==> config.mk <==
export PLATFORM = sky130hd
export DESIGN_NAME = seg_decode_rx
export DESIGN_NICKNAME = d
export VERILOG_FILES = /design/src/rtl/seg_decode_rx.sv
export SDC_FILE = /design/constraint.sdc
export NUM_CORES = 1
export LEC_CHECK = 0
export BUFFER_PORTS_ARGS = -buffer_cell sky130_fd_sc_hd__buf_2
export CAP_MARGIN = 5
export CORE_UTILIZATION = 49
export DETAILED_ROUTE_END_ITERATION = 12
export HOLD_SLACK_MARGIN = 0.06
export PLACE_DENSITY = 0.71
export REMOVE_ABC_BUFFERS = 1
export SETUP_SLACK_MARGIN = 0.2
export SLEW_MARGIN = 20
export SYNTH_ARGS = -nofsm -noshare
export SYNTH_HDL_FRONTEND = slang
export SYNTH_SLANG_ARGS = --single-unit
==> constraint.sdc <==
create_clock -name Clock -period 1.7 [get_ports Clock]
set_clock_uncertainty 0.15 [all_clocks]
set_input_delay 0.17 -clock Clock [delete_from_list [all_inputs] [get_ports Clock]]
set_output_delay 0.17 -clock Clock [all_outputs]
set_load 0.05 [all_outputs]
==> src/rtl/seg_decode_rx.sv <==
// Seven-segment receiver: decodes two strobed digit patterns (low then high) into a byte.
// Define SEG_DECODE_STABLE_FILTER_EN to require STABLE_CYCLES of unchanged Seg before a digit is accepted.
module seg_decode_rx #(
  parameter int unsigned STABLE_CYCLES = 4
) (
  input  logic       Clock,
  input  logic       Resetn,
  input  logic       Clear_b,
  input  logic [6:0] Seg,
  input  logic       SegStrobe,
  output logic [7:0] Byte,
  output logic       ByteValid,
  output logic       Error,
  output logic       Busy
);

  typedef enum logic [1:0] {
    S_LO,
    S_LO_CHK,
    S_HI,
    S_HI_CHK
  } state_t;

  if (STABLE_CYCLES < 1 || STABLE_CYCLES > 15) begin : g_bad_stable_cycles
    $error("seg_decode_rx: STABLE_CYCLES must be within 1..15");
  end

  state_t     state, state_nxt;
  logic [6:0] pat_q;
  logic [3:0] lo_q;
  logic       capture;
  logic       accept;
  logic       err_nxt;
  logic [3:0] pat_nib;

  // Segment inputs are active-low; compare against lit-segment masks (bit0 = a).
  function automatic logic seg_valid(input logic [6:0] seg);
    logic [6:0] lit;
    lit = ~seg;
    case (lit)
      7'h3F, 7'h06, 7'h5B, 7'h4F, 7'h66, 7'h6D, 7'h7D, 7'h07,
      7'h7F, 7'h6F, 7'h77, 7'h7C, 7'h39, 7'h5E, 7'h79, 7'h71: seg_valid = 1'b1;
      default:                                               seg_valid = 1'b0;
    endcase
  endfunction

  function automatic logic [3:0] seg_nibble(input logic [6:0] seg);
    logic [6:0] lit;
    lit = ~seg;
    case (lit)
      7'h06:   seg_nibble = 4'h1;
      7'h5B:   seg_nibble = 4'h2;
      7'h4F:   seg_nibble = 4'h3;
      7'h66:   seg_nibble = 4'h4;
      7'h6D:   seg_nibble = 4'h5;
      7'h7D:   seg_nibble = 4'h6;
      7'h07:   seg_nibble = 4'h7;
      7'h7F:   seg_nibble = 4'h8;
      7'h6F:   seg_nibble = 4'h9;
      7'h77:   seg_nibble = 4'hA;
      7'h7C:   seg_nibble = 4'hB;
      7'h39:   seg_nibble = 4'hC;
      7'h5E:   seg_nibble = 4'hD;
      7'h79:   seg_nibble = 4'hE;
      7'h71:   seg_nibble = 4'hF;
      default: seg_nibble = 4'h0;
    endcase
  endfunction

  assign pat_nib = seg_nibble(pat_q);
  assign Busy    = (state != S_LO);

`ifdef SEG_DECODE_STABLE_FILTER_EN
  logic [3:0] cnt_q;
  logic       in_chk;

  assign in_chk = (state == S_LO_CHK) || (state == S_HI_CHK);

  // Counts consecutive cycles in a CHK state where Seg still equals the captured pattern.
  always_ff @(posedge Clock or negedge Resetn) begin
    if (!Resetn) begin
      cnt_q <= '0;
    end else if (!Clear_b || !in_chk || err_nxt || accept) begin
      cnt_q <= '0;
    end else begin
      cnt_q <= cnt_q + 4'd1;
    end
  end
`endif

  // NOTE: every signal gets a default before the case so no path leaves one unassigned (no latches).
  always_comb begin
    state_nxt = state;
    capture   = 1'b0;
    accept    = 1'b0;
    err_nxt   = 1'b0;
    case (state)
      S_LO, S_HI: begin
        if (SegStrobe) begin
          capture = 1'b1;
          if (seg_valid(Seg)) begin
            state_nxt = (state == S_LO) ? S_LO_CHK : S_HI_CHK;
          end else begin
            err_nxt   = 1'b1;
            state_nxt = S_LO;
          end
        end
      end
      S_LO_CHK, S_HI_CHK: begin
`ifdef SEG_DECODE_STABLE_FILTER_EN
        if (Seg != pat_q) begin
          err_nxt   = 1'b1;
          state_nxt = S_LO;
        end else if (cnt_q == 4'(STABLE_CYCLES - 1)) begin
          accept = 1'b1;
        end
`else
        accept = 1'b1;
`endif
        if (accept) begin
          state_nxt = (state == S_LO_CHK) ? S_HI : S_LO;
        end
      end
      default: state_nxt = S_LO;
    endcase
    // Synchronous clear wins over any strobe or acceptance in the same cycle.
    if (!Clear_b) begin
      state_nxt = S_LO;
      capture   = 1'b0;
      accept    = 1'b0;
      err_nxt   = 1'b0;
    end
  end

  // NOTE: sequential state uses non-blocking assignments so all registers update from pre-edge values.
  always_ff @(posedge Clock or negedge Resetn) begin
    if (!Resetn) begin
      state     <= S_LO;
      pat_q     <= 7'h7F;
      lo_q      <= '0;
      Byte      <= '0;
      ByteValid <= 1'b0;
      Error     <= 1'b0;
    end else begin
      state     <= state_nxt;
      Error     <= err_nxt;
      ByteValid <= accept && (state == S_HI_CHK);
      if (capture) begin
        pat_q <= Seg;
      end
      if (!Clear_b) begin
        lo_q <= '0;
        Byte <= '0;
      end else if (accept && (state == S_LO_CHK)) begin
        lo_q <= pat_nib;
      end else if (accept && (state == S_HI_CHK)) begin
        Byte <= {pat_nib, lo_q};
      end
    end
  end

endmodule

---- After elaboration in Yosys (flattened, before gate mapping) ----
Index checks and enable logic that the tools add are counted.
word-level totals
  register bits after elaboration ......... 23
  input bits .............................. 11
  output and inout bits ................... 11
  word-level logic and storage cells ...... 78
cells by class
  equality and inequality tests ........... 38
  mux-type cells .......................... 24
  bitwise gates (word level) .............. 2
  reduce and logical (&&, ||, !) cells .... 8
operators by type and width
  cell                  number
  $eq A7 B7 Y1 const B  24
  $pmux W4 S15          1
  $eq A7 B3 Y1 const B  4
  $mux W8               3
  $eq A7 B6 Y1 const B  3
  $reduce_or A16 Y1     1
  $not A7 Y7            2
  $mux W1               12
  $mux W2               5
  $mux W4               2
  $eq A2 B2 Y1 const B  2
  $ne A2 B1 Y1 const B  2
  $pmux W2 S2           1
  $reduce_or A2 Y1      2
  $ne A3 B3 Y1 const B  1
  $eq A2 B1 Y1 const B  1
  $logic_and A1 B1 Y1   2
  $logic_not A2 Y1      1
  $ne A2 B2 Y1 const B  1
  $reduce_and A2 Y1     1
  $reduce_bool A2 Y1    1

---- Longest topological paths before layout ----
  word-level depth ........................ 10
  mapped depth ............................ 6
  mapped depth without buffers ............ 5

---- Least setup slack after synthesis ----
No wires, ideal clock.
  path kind ............................... register -> register
  from .................................... register pat_q[2]
  to ...................................... register Byte[7]
  setup time .............................. 0.082 ns
  arrival ................................. 1.378 ns
  data required time ...................... 1.468 ns
  path slack .............................. 0.091 ns
  cell stages (with the launch flop) ...... 6
  buffers on the path ..................... 0
  period minus slack after synthesis ...... 1.609 ns
  cells stage by stage .................... dfstp_2 > nand2b_1 > or3b_1 > nor3_2 > a21oi_1 > a31oi_1
between the ends
  cells in the longest elaborated chain, start to end .. 6
  elaborated cells between the ends (all ways) .. 20
  those cells by class .................... eq/ne (15); mux (4); bitwise (1)
RTL lines
  item                                  RTL line  text
  from (decl)                           29        logic [6:0] pat_q;
  from (signal assigned)                149       pat_q <= Seg;
  $not A7 Y7 *                          49        lit = ~seg;
  $eq A7 B7 Y1 (tied with other cells)  50        case (lit)
  $pmux W4 S15 *                        50
  $mux W8 *                             156       end else if (accept && (state == S_HI_CHK)) begin
  $mux W8 *                             154       end else if (accept && (state == S_LO_CHK)) begin
  $mux W8 *                             151       if (!Clear_b) begin
  to (signal assigned)                  157       Byte <= {pat_nib, lo_q};
  to (decl)                             11        output logic [7:0] Byte,
Mark *: on every way between the ends. The rest lies on a longest branch, timed or not. The select of a mux whose other input is x is not followed.
A chain may end at the register's enable or synchronous reset.

---- Final worst setup path ----
  from .................................... register pat_q[2]
  to ...................................... register lo_q[0]
between the ends
  cells in the longest elaborated chain, start to end .. 5
  elaborated cells between the ends (all ways) .. 19
  those cells by class .................... eq/ne (15); mux (3); bitwise (1)
RTL lines
  item                                  RTL line  text
  $not A7 Y7 *                          49
  $eq A7 B7 Y1 (tied with other cells)  50
  $pmux W4 S15 *                        50
  $mux W4 *                             154
  $mux W4 *                             151
  to (signal assigned)                  155       lo_q <= pat_nib;
  to (decl)                             30        logic [3:0] lo_q;
Marked as above.

==> impl_metrics.toml <==
[setup_path]
required_ns = 1.81
worstSetupEndpointType = "flip-flop"
cp_slowest_cell = "dfstp_2"
start_kind = "flip-flop"
timing.rr.start = "pat_q[2]"
cp_data_arrival_time_ns = 1.93
cp_cell_sequence = "nand2b_1 > or3b_4 > nor3_4 > a211oi_2 > a21oi_1"
cp_max_fo = 6
r2r_end = "lo_q[0]"
crit_path_start = "pat_q[2]"
crit_buf_inv = 0
r2r_cells = 5
critical_path.top_delay_family = "simple AND/OR/NAND/NOR gates"
slowest_delay_ns = 0.60
path_depth = 5
crit_path_end = "lo_q[0]"
worstSetupPathType = "reg2reg"
r2r_slack_ns = -0.12

[synth]
synth.avg_cell_area_sq_um = 9.60
synth-seq-cells = 23
synth_edf_count = 0
ys_types = 39
ys.flop_type = "dfrtp_1"
synth_seq_area_share_pct = 45.4
synthArstFlopShare_pct = 100
synth_area_sq_um = 1290
yosysWarnings = 0
synth_cells = 134

[global_route]
grt_pass1_vias = 1077
grt_pass1_wl_um = 4690
grtUsageTotal_pct = 23.4
antenna_found_initial = 0
grt_overflow = 0
grt_max_degree = 24

[cts]
clock_latency_ns = 0.32
clockBufferDepth = 2
cts_htree_levels = 1
cts_root_buf = "clkbuf_4"
tritoncts = "yes"
cts_inserted_buffers = 3
clock_sinks = 23
clkTransAtPathRegs_ns = 0.13

[timing]
maxSlewHeadroom_pct = 66.5
slew_violations = 0
setup_viol_count_final = 8
worst_slack_ns = -0.115
tightest_slew_ns = 0.502
max_freq_ghz = 0.551
rsz0062_at_grt = "true"
timing.final.crit_share_pct = 107
hold_viol = 0
fin_tns_setup_ns = -0.672
fin_hold_ws_ns = 0.0630
period_needed_ns = 1.82

[die]
die_w_um = 53.2
core_area_sq_um = 2480
ios = 22
dieArea_sq_um = 2830
num_rows = 18
die_h_um = 53.2
start_util_pct = 51.9

[drt]
via_count = 1129
totalWireLength_um = 2880
wl_per_cell_um = 14.5
drtAntennaViolNets = 0
viasPerCell = 5.67
drt-initial-drc-count = 15
dr.pass1.iters = 4
remaining_drc_errors = 0

[flow_run]
drv_cap = 0

[layout]
final_cell_mix = "buf_2 (20), dfrtp_1 (16), o21ai_0 (16), buf_4 (12), nand2_1 (11)"
area_delta_synth_final_pct = 25.9
drive_gt1_share_pct = 34.9
diodes = 0
fill_cells = 222
postLayoutCoreUtil_pct = 65.4
final-instance-count-excl-fill = 199
fin_nets = 181
mostFrequentLayoutCell = "buf_2"

[placed_design]
dp_cells = 183
io_buffers = 21
finalWeightedCongestion = 0.757
dpl.hpwl_um = 1950

[pwr]
peakVddDrop_uv = 584
p_leak_nw = 0.722
powerDensity_nw_per_um2 = 743

[worst_hold_path]
hp-class = "in2reg"

[outcome]
violations = "setup timing"
run_status = "complete, but fails checks"
## Yosys cell counts, types with 2 or more instances
cell,n,area (sq um)
a21oi_1,6,30.0
nor3_1,3,15.0
nor2b_1,2,12.5
buf_2,5,25.0
nand4b_1,2,17.5
o21bai_1,2,15.0
a211oi_1,4,30.0
dfstp_2,7,184
inv_1,2,7.51
nor4_1,3,18.8
nand3b_1,3,22.5
a21boi_0,4,30.0
dfrtp_1,16,400
o21ai_0,16,80.1
nor2_1,7,26.3
mux2_2,7,78.8
nand2_1,11,41.3
nor3b_1,4,30.0
clkbuf_1,3,11.3
nand2b_1,2,12.5
a31oi_1,7,43.8
## stage by stage
stage | instance area (sq um) | total power, mW | setup slack, ns
floorplan | 1240 | 0.782 | 0.00148
global placement | 1440 | 0.883 | 0.0176
detailed placement | 1440 | 0.895 | -0.0612
CTS | 1580 | 1.18 | -0.0455
global route | 1620 | 1.26 | -0.207
finish | 1620 | 1.20 | -0.115
## cells by family (layout without fill, tap and decap cells)
kind of cell	after synthesis	count (layout)	synth area share [%]
AND/OR/NAND/NOR	49	49	23.2
multiplexers	8	8	6.91
flip-flops	23	23	45.4
XOR/XNOR	1	1	0.681
buffers and inverters	12	47	4.08
AO/OA/AOI/OAI	41	41	19.7
## state kept, by name, summed over array words and instances, names as in the netlist
name	cells
Error	1
state	2
Byte	8
pat_q	7
ByteValid	1
lo_q	4
## worst min path at each step
stage,startpoint,to,slack (ns),depth (start not counted)
final,Seg[6],pat_q[6],0.06,2
after global routing,Seg[6],pat_q[6],0.08,2
after CTS,Seg[6],pat_q[6],0.07,2
after detailed placement,Resetn,Byte[4],0.02,1
after global placement,Resetn,Byte[4],0.02,1
after floorplan,Resetn,ByteValid,-0.28,0
## repair_timing
action | CTS | global route
pin swaps | 2 | 4
gates resized for setup | 5 | 6
hold buffers | 8 | 0
gates cloned | 0 | 0
endpoints found under the hold margin | 30 | 0
setup buffers | 2 | 2
setup endpoints to repair | 9 | 8
## power by group
group / total [mW] / internal, mW / switching (mW) / leakage [nW]
clock network: 0.266 / 0.0922 / 0.174 / 0.0150
logic: 0.281 / 0.144 / 0.136 / 0.411
registers: 0.657 / 0.601 / 0.0555 / 0.296
## per-layer routing
metal / wire (um) / track usage [%]
met5: 0 / 0
met4: 34 / 10.1
met3: 92 / 3.45
met2: 1500 / 41.3
met1: 1260 / 27.6
## worst reg2reg max path, cell delays in order, from the launching register on
cell      delay (ns)
dfstp_2         0.60
nand2b_1        0.10
or3b_4          0.40
nor3_4          0.24
a211oi_2        0.11
a21oi_1         0.15
## final cells by class
class | count | area, sq um | share of cell area [%]
Multi-Input combinational cell | 99 | 678 | 41.9
Sequential cell | 23 | 584 | 36.1
Tap cell | 30 | 37.5 | 2.32
Timing Repair Buffer | 41 | 285 | 17.6
Clock buffer | 4 | 26.3 | 1.62
Inverter | 2 | 7.51 | 0.464
Power figures use the tool's default switching activity.
